[config.mk]
export PLATFORM = sky130hd
export DESIGN_NAME = iob_axis_pkt_arbiter
export DESIGN_NICKNAME = d
export VERILOG_FILES = /design/src/rtl/iob_axis_pkt_arbiter_pkg.sv /design/src/rtl/iob_rr_arbiter_sel.sv /design/src/rtl/iob_axis_pkt_arbiter.sv
export SDC_FILE = /design/constraint.sdc
export NUM_CORES = 1
export LEC_CHECK = 0
export CAP_MARGIN = 20
export CORE_AREA = 3 3 55 57
export CTS_BUF_LIST = sky130_fd_sc_hd__clkbuf_8
export DETAILED_ROUTE_END_ITERATION = 10
export DIE_AREA = 0 0 58 60
export PLACE_DENSITY = 0.84
export SYNTH_ARGS = -nofsm -noshare
export SYNTH_HDL_FRONTEND = slang
export SYNTH_HIERARCHICAL = 1
export SYNTH_SLANG_ARGS = --single-unit
[constraint.sdc]
create_clock -name clk_i -period 2 [get_ports clk_i]
set_clock_uncertainty 0.2 [all_clocks]
set_input_delay 0.4 -clock clk_i [delete_from_list [all_inputs] [get_ports clk_i]]
set_output_delay 0.4 -clock clk_i [all_outputs]
set_load 0.03 [all_outputs]
[src/rtl/iob_axis_pkt_arbiter_pkg.sv]
// Shared types and constants for the packet-granular AXI-Stream arbiter.
package iob_axis_pkt_arbiter_pkg;

    typedef enum logic {
        ST_IDLE = 1'b0,
        ST_PKT  = 1'b1
    } arb_state_t;

    localparam int MAX_LEN_DEFAULT = 256;

    // A disabled limit (0) still needs a 1-bit counter to keep the declaration legal.
    function automatic int cnt_width(input int max_len);
        return (max_len > 0) ? $clog2(max_len + 1) : 1;
    endfunction

    function automatic int idx_width(input int n);
        return (n > 1) ? $clog2(n) : 1;
    endfunction

endpackage

[src/rtl/iob_rr_arbiter_sel.sv]
// Combinational round-robin selector: first requester after ptr_i, as one-hot and index.
module iob_rr_arbiter_sel
    import iob_axis_pkt_arbiter_pkg::*;
#(
    parameter int N_IN  = 2,
    parameter int IDX_W = 1
) (
    input  logic [N_IN-1:0]  req_i,
    input  logic [IDX_W-1:0] ptr_i,
    output logic [N_IN-1:0]  gnt_o,
    output logic [IDX_W-1:0] idx_o,
    output logic             vld_o
);

    logic [N_IN-1:0]  w_rot;
    logic [IDX_W-1:0] w_off;
    logic             w_hit;

    // Rotate so bit 0 is the port right after the last served one, then take the lowest set bit.
    always_comb begin
        w_rot = '0;
        for (int i = 0; i < N_IN; i++) begin
            w_rot[i] = req_i[IDX_W'((int'(ptr_i) + 1 + i) % N_IN)];
        end
        w_off = '0;
        w_hit = 1'b0;
        for (int i = N_IN - 1; i >= 0; i--) begin
            if (w_rot[i]) begin
                w_hit = 1'b1;
                w_off = IDX_W'(i);
            end
        end
    end

    always_comb begin
        idx_o = IDX_W'((int'(ptr_i) + 1 + int'(w_off)) % N_IN);
        vld_o = w_hit;
        gnt_o = '0;
        gnt_o[idx_o] = w_hit;
    end

endmodule

[src/rtl/iob_axis_pkt_arbiter.sv]
// Packet-granular round-robin arbiter sharing one AXI-Stream output among N_IN sources,
// with an optional beat limit that forces tlast on runaway packets.
module iob_axis_pkt_arbiter
    import iob_axis_pkt_arbiter_pkg::*;
#(
    parameter int N_IN    = 2,
    parameter int TDATA_W = 8,
    parameter int MAX_LEN = MAX_LEN_DEFAULT
) (
    input  logic                    clk_i,
    input  logic                    cke_i,
    input  logic                    arst_i,
    input  logic                    rst_i,
    input  logic                    en_i,
    input  logic [N_IN*TDATA_W-1:0] s_tdata_i,
    input  logic [N_IN-1:0]         s_tvalid_i,
    input  logic [N_IN-1:0]         s_tlast_i,
    output logic [N_IN-1:0]         s_tready_o,
    output logic [TDATA_W-1:0]      m_tdata_o,
    output logic                    m_tvalid_o,
    output logic                    m_tlast_o,
    input  logic                    m_tready_i,
    output logic [N_IN-1:0]         grant_o,
    output logic                    busy_o,
    output logic                    trunc_o
);

    localparam int               IDX_W    = idx_width(N_IN);
    localparam int               CNT_W    = cnt_width(MAX_LEN);
    localparam bit               TRUNC_EN = (MAX_LEN > 0);
    localparam logic [CNT_W-1:0] LAST_CNT = CNT_W'((MAX_LEN > 0) ? MAX_LEN - 1 : 0);
    localparam logic [IDX_W-1:0] PTR_RST  = IDX_W'(N_IN - 1);

    arb_state_t       r_state;
    logic [N_IN-1:0]  r_grant;
    logic [IDX_W-1:0] r_gidx;
    logic [IDX_W-1:0] r_ptr;
    logic [CNT_W-1:0] r_beat_cnt;
    logic             r_trunc;

    logic [N_IN-1:0]  w_sel_gnt;
    logic [IDX_W-1:0] w_sel_idx;
    logic             w_sel_vld;
    logic             w_busy;
    logic             w_src_tlast;
    logic             w_force;
    logic             w_xfer;
    logic             w_eop;

    iob_rr_arbiter_sel #(
        .N_IN  (N_IN),
        .IDX_W (IDX_W)
    ) u_sel (
        .req_i (s_tvalid_i),
        .ptr_i (r_ptr),
        .gnt_o (w_sel_gnt),
        .idx_o (w_sel_idx),
        .vld_o (w_sel_vld)
    );

    // Pass-through of the granted port; grant is all-zero when idle, which closes every tready.
    assign w_busy      = (r_state == ST_PKT);
    assign w_src_tlast = s_tlast_i[r_gidx];
    assign w_force     = TRUNC_EN && (r_beat_cnt == LAST_CNT);
    assign m_tvalid_o  = w_busy & s_tvalid_i[r_gidx];
    assign m_tlast_o   = w_busy & (w_src_tlast | w_force);
    assign m_tdata_o   = w_busy ? s_tdata_i[int'(r_gidx)*TDATA_W +: TDATA_W] : '0;
    assign s_tready_o  = r_grant & {N_IN{m_tready_i}};
    assign w_xfer      = m_tvalid_o & m_tready_i;
    assign w_eop       = w_xfer & m_tlast_o;

    assign grant_o = r_grant;
    assign busy_o  = w_busy;
    assign trunc_o = r_trunc;

    always_ff @(posedge clk_i or posedge arst_i) begin
        if (arst_i) begin
            r_state    <= ST_IDLE;
            r_grant    <= '0;
            r_gidx     <= '0;
            r_ptr      <= PTR_RST;
            r_beat_cnt <= '0;
            r_trunc    <= 1'b0;
        end else if (cke_i) begin
            if (rst_i) begin
                r_state    <= ST_IDLE;
                r_grant    <= '0;
                r_gidx     <= '0;
                r_ptr      <= PTR_RST;
                r_beat_cnt <= '0;
                r_trunc    <= 1'b0;
            end else begin
                case (r_state)
                    ST_IDLE: begin
                        if (en_i && w_sel_vld) begin
                            r_state <= ST_PKT;
                            r_grant <= w_sel_gnt;
                            r_gidx  <= w_sel_idx;
                        end
                    end
                    ST_PKT: begin
                        if (w_eop) begin
                            r_state    <= ST_IDLE;
                            r_ptr      <= r_gidx;
                            r_beat_cnt <= '0;
                            r_grant    <= '0;
                            // A limit-induced end while the source still had more to send.
                            if (w_force && !w_src_tlast) begin
                                r_trunc <= 1'b1;
                            end
                        end else if (w_xfer) begin
                            r_beat_cnt <= r_beat_cnt + 1'b1;
                        end
                    end
                endcase
            end
        end
    end

endmodule

==> impl_metrics.ini, run 1 <==
[outcome]
status = finished with violations
violations = negative setup slack

[critical_path]
crit_path_start_kind = flop
cp.arrival_ns = 1.65
critPathBufInv = 1
path_cells = and3_4 > and3_4 > and3_4 > ha_4 > o21a_1 > buf_6
worstRegToRegCells = 7
critical_path_required_ns = 1.40
critPathKind = reg2out
crit_path_frequent_cell = and3_4
end_kind = primary output
critPathMaxFanout = 4
slowest_stage = dfrtp_1
crit_cells = 6
max_stage_delay_ns = 0.38
crit_family = simple AND/OR/NAND/NOR gates

[yosys]
netlist_instances = 113
synthFlopType = dfrtp_1
synth-edff-count = 0
synth_area_sq_mm = 0.001027
ys_warn_count = 6
synth-seq-cells = 15
syn_avg_cell_area_sq_um = 9.091
ys_types = 36
synthArstFlopShare_pct = 100.0
seq_area_frac_synth_pct = 36.66
syn_nets = 141

[detailed_routing]
ant_nets = 0
via_per_inst = 5.437
drt_iter0_drc = 23
via_count = 1158
dr.pass1.iters = 4
drt_wl_total_microns = 3256
drt-wirelength-per-cell_microns = 15.29
drc = 0

[floorplanning]
design.die.area_sq_mm = 0.003480
ios = 42
die_y_microns = 60
rows = 18
fp.dieW_microns = 58
start_util_pct = 40.72
core_sq_mm = 0.002522

[power]
powerDensity_mw_per_mm2 = 455.8
leakage_nw = 0.8233
max-vdd-ir-drop_uv = 489.2

[layout]
final_util_pct = 72.62
drive_gt1_share_pct = 34.97
diodes = 0
fillers = 182
nets = 212
syn_to_final_growth_pct = 78.32
design_area_sq_mm = 0.001832

[timing]
rsz0062_at_grt = yes
worst_slack_ns = -0.2492
slew_headroom_pct = 62.21
worst_hold_slack_ns = 0.2612
fin_tns_setup_ns = -0.9036
setup_viol = 15
maxSlewViolCount = 0
post-route-period-util_pct = 112.5
finalWorstPathRequiredPeriod_ns = 2.249
worst_slew_pin_slew_ns = 0.5663
finalHoldViolCount = 0
max_freq_mhz = 444.6

[global_route]
antenna_found_initial = 0
grt_max_degree = 16
grt_pass1_vias = 1061
grt_use_total_pct = 17.92
grt_pass1_wl_microns = 4788
grt-ovfl-total = 0

[placed_design]
dp_hpwl_microns = 2200
dpl_cell_area_sq_mm = 0.001573
gp_congestion = 0.8772
io_buffers = 41

[cts]
cts_buffers = 3
worstSkewPairLatency_ns = 0.25
cts.clk_slew.worst_paths_ns = 0.06
ctsLongestPathBuffers = 2
cts_tree = done
htreeDepth = 1
numClockSinks = 15
cts_root_buf = clkbuf_8

[flow_run]
maxCapViolCount = 0

[min_path]
whs_path_depth = 2
hold_class = in2reg
==> area by class of cell <==
type | count | area (sq um) | share of cell area (%)
clock buffers | 3 | 41.29 | 2.254
repair buffers | 73 | 676.9 | 36.95
multi-input cells | 85 | 671.9 | 36.68
inverters | 6 | 22.52 | 1.230
clock inverters | 1 | 5.005 | 0.2732
well taps | 30 | 37.54 | 2.049
flip-flops and latches | 15 | 376.6 | 20.56
==> worst paths after layout <==
check | startpoint | to | slack, ns
setup / recovery | r_beat_cnt[3] | m_tlast_o | -0.25
min in group asynchronous | arst_i | r_beat_cnt[4] | 0.30
hold reg to reg | r_beat_cnt[8] | r_beat_cnt[8] | 0.30
hold / removal | cke_i | trunc_o | 0.26
max in group asynchronous | arst_i | r_ptr | 0.92
setup reg to reg | r_beat_cnt[3] | r_ptr | -0.08
==> flip-flops by register name (all words and copies together), names as in the netlist <==
signal,cells
trunc_o,1
r_ptr,1
r_beat_cnt,9
r_gidx,1
busy_o,1
grant_o,2
==> cell usage after synthesis (2+ instances only) <==
master	number	area share, %
and3_1	3	1.8
or3_1	2	1.2
nor2_1	5	1.8
a21oi_1	6	2.9
a22o_1	2	1.7
o21ai_0	2	0.97
nand3_1	6	2.9
buf_2	4	1.9
o31ai_1	3	2.2
o21a_1	2	1.5
o21ai_1	5	2.4
nand2b_1	3	1.8
nand2_1	6	2.2
inv_1	6	2.2
nor2b_1	9	5.5
dfrtp_1	14	34
and2_1	4	2.4
ha_1	2	2.4
a31oi_1	2	1.2
or4_1	3	2.2
mux2i_1	9	8.8
==> report_power, final <==
group	internal, W	leakage, nW	total (W)	switching (W)
Clock	0.000138	0.0255	0.000245	0.000107
Sequential	0.000312	0.204	0.000320	0.00000762
Combinational	0.000138	0.594	0.000270	0.000132
==> metrics by stage <==
stage / power, W / setup slack (ns) / std cells
5_1_grt: 0.0008756 / -0.3034 / 213
3_3_place_gp: 0.0005649 / -0.5115 / 196
2_1_floorplan: 0.0004449 / -0.03031 / 113
3_5_place_dp: 0.0005709 / -0.5086 / 196
6_report: 0.0008350 / -0.2492 / 213
4_1_cts: 0.0008211 / -0.2469 / 205
==> worst reg2reg max path: stages (launching register included) <==
cell	delay, ns
dfrtp_1	0.38
and3_4	0.19
and3_4	0.18
and3_4	0.18
ha_4	0.16
o2111a_1	0.29
o21a_4	0.27
o21a_1	0.17
==> cell usage in the layout, fill, tap and decap left out, types with 5 or more instances in the layout <==
master	count
nor2b_1	9
buf_4	35
nand2_1	6
nand3_1	5
a21oi_1	6
inv_1	6
nor2_1	5
buf_6	6
dfrtp_1	14
mux2i_1	7
clkdlybuf4s50_1	25
o21ai_1	5
==> cells by family (layout without fill, tap and decap cells) <==
| logic type | count (synthesis) | after routing | synth area share [%] |
|---|---|---|---|
| DFF | 15 | 15 | 36.66 |
| adders and majority gates | 2 | 2 | 2.436 |
| buffers and inverters | 13 | 83 | 6.334 |
| AOI/OAI and AO/OA | 28 | 28 | 19.12 |
| muxes | 11 | 11 | 11.33 |
| and+or+nand+nor | 44 | 44 | 24.12 |
==> layer usage <==
metal | vias up | global-route usage (%) | part of all wire [%]
li1 | 550 | - | -
met1 | 553 | 19.31 | 38
met2 | 50 | 34.68 | 52
met3 | 5 | 4.104 | 7.6
met4 | 0 | 4.967 | 1.8
met5 | - | 0 | 0
==> timing repair <==
action | CTS | global route
gates resized for setup | 8 | 27
gates cloned | 0 | 0
endpoints found under the setup margin | 17 | 23
pin swaps | 5 | 4
hold buffers | 0 | 0
endpoints found under the hold margin | 0 | 0
setup buffers | 5 | 9
No activity file was read; power rests on OpenSTA's default activity.
==> run 2: changes to the inputs <==
--- a/config.mk
+++ b/config.mk
@@ -8,9 +8,11 @@
 export CAP_MARGIN = 20
 export CORE_AREA = 3 3 55 57
 export CTS_BUF_LIST = sky130_fd_sc_hd__clkbuf_8
+export CTS_CLUSTER_DIAMETER = 100
 export DETAILED_ROUTE_END_ITERATION = 10
 export DIE_AREA = 0 0 58 60
 export PLACE_DENSITY = 0.84
+export SLEW_MARGIN = 25
 export SYNTH_ARGS = -nofsm -noshare
 export SYNTH_HDL_FRONTEND = slang
 export SYNTH_HIERARCHICAL = 1
==> results of run 2 <==
Same layout as run 1: the final DEF is identical, and so are final timing and power.
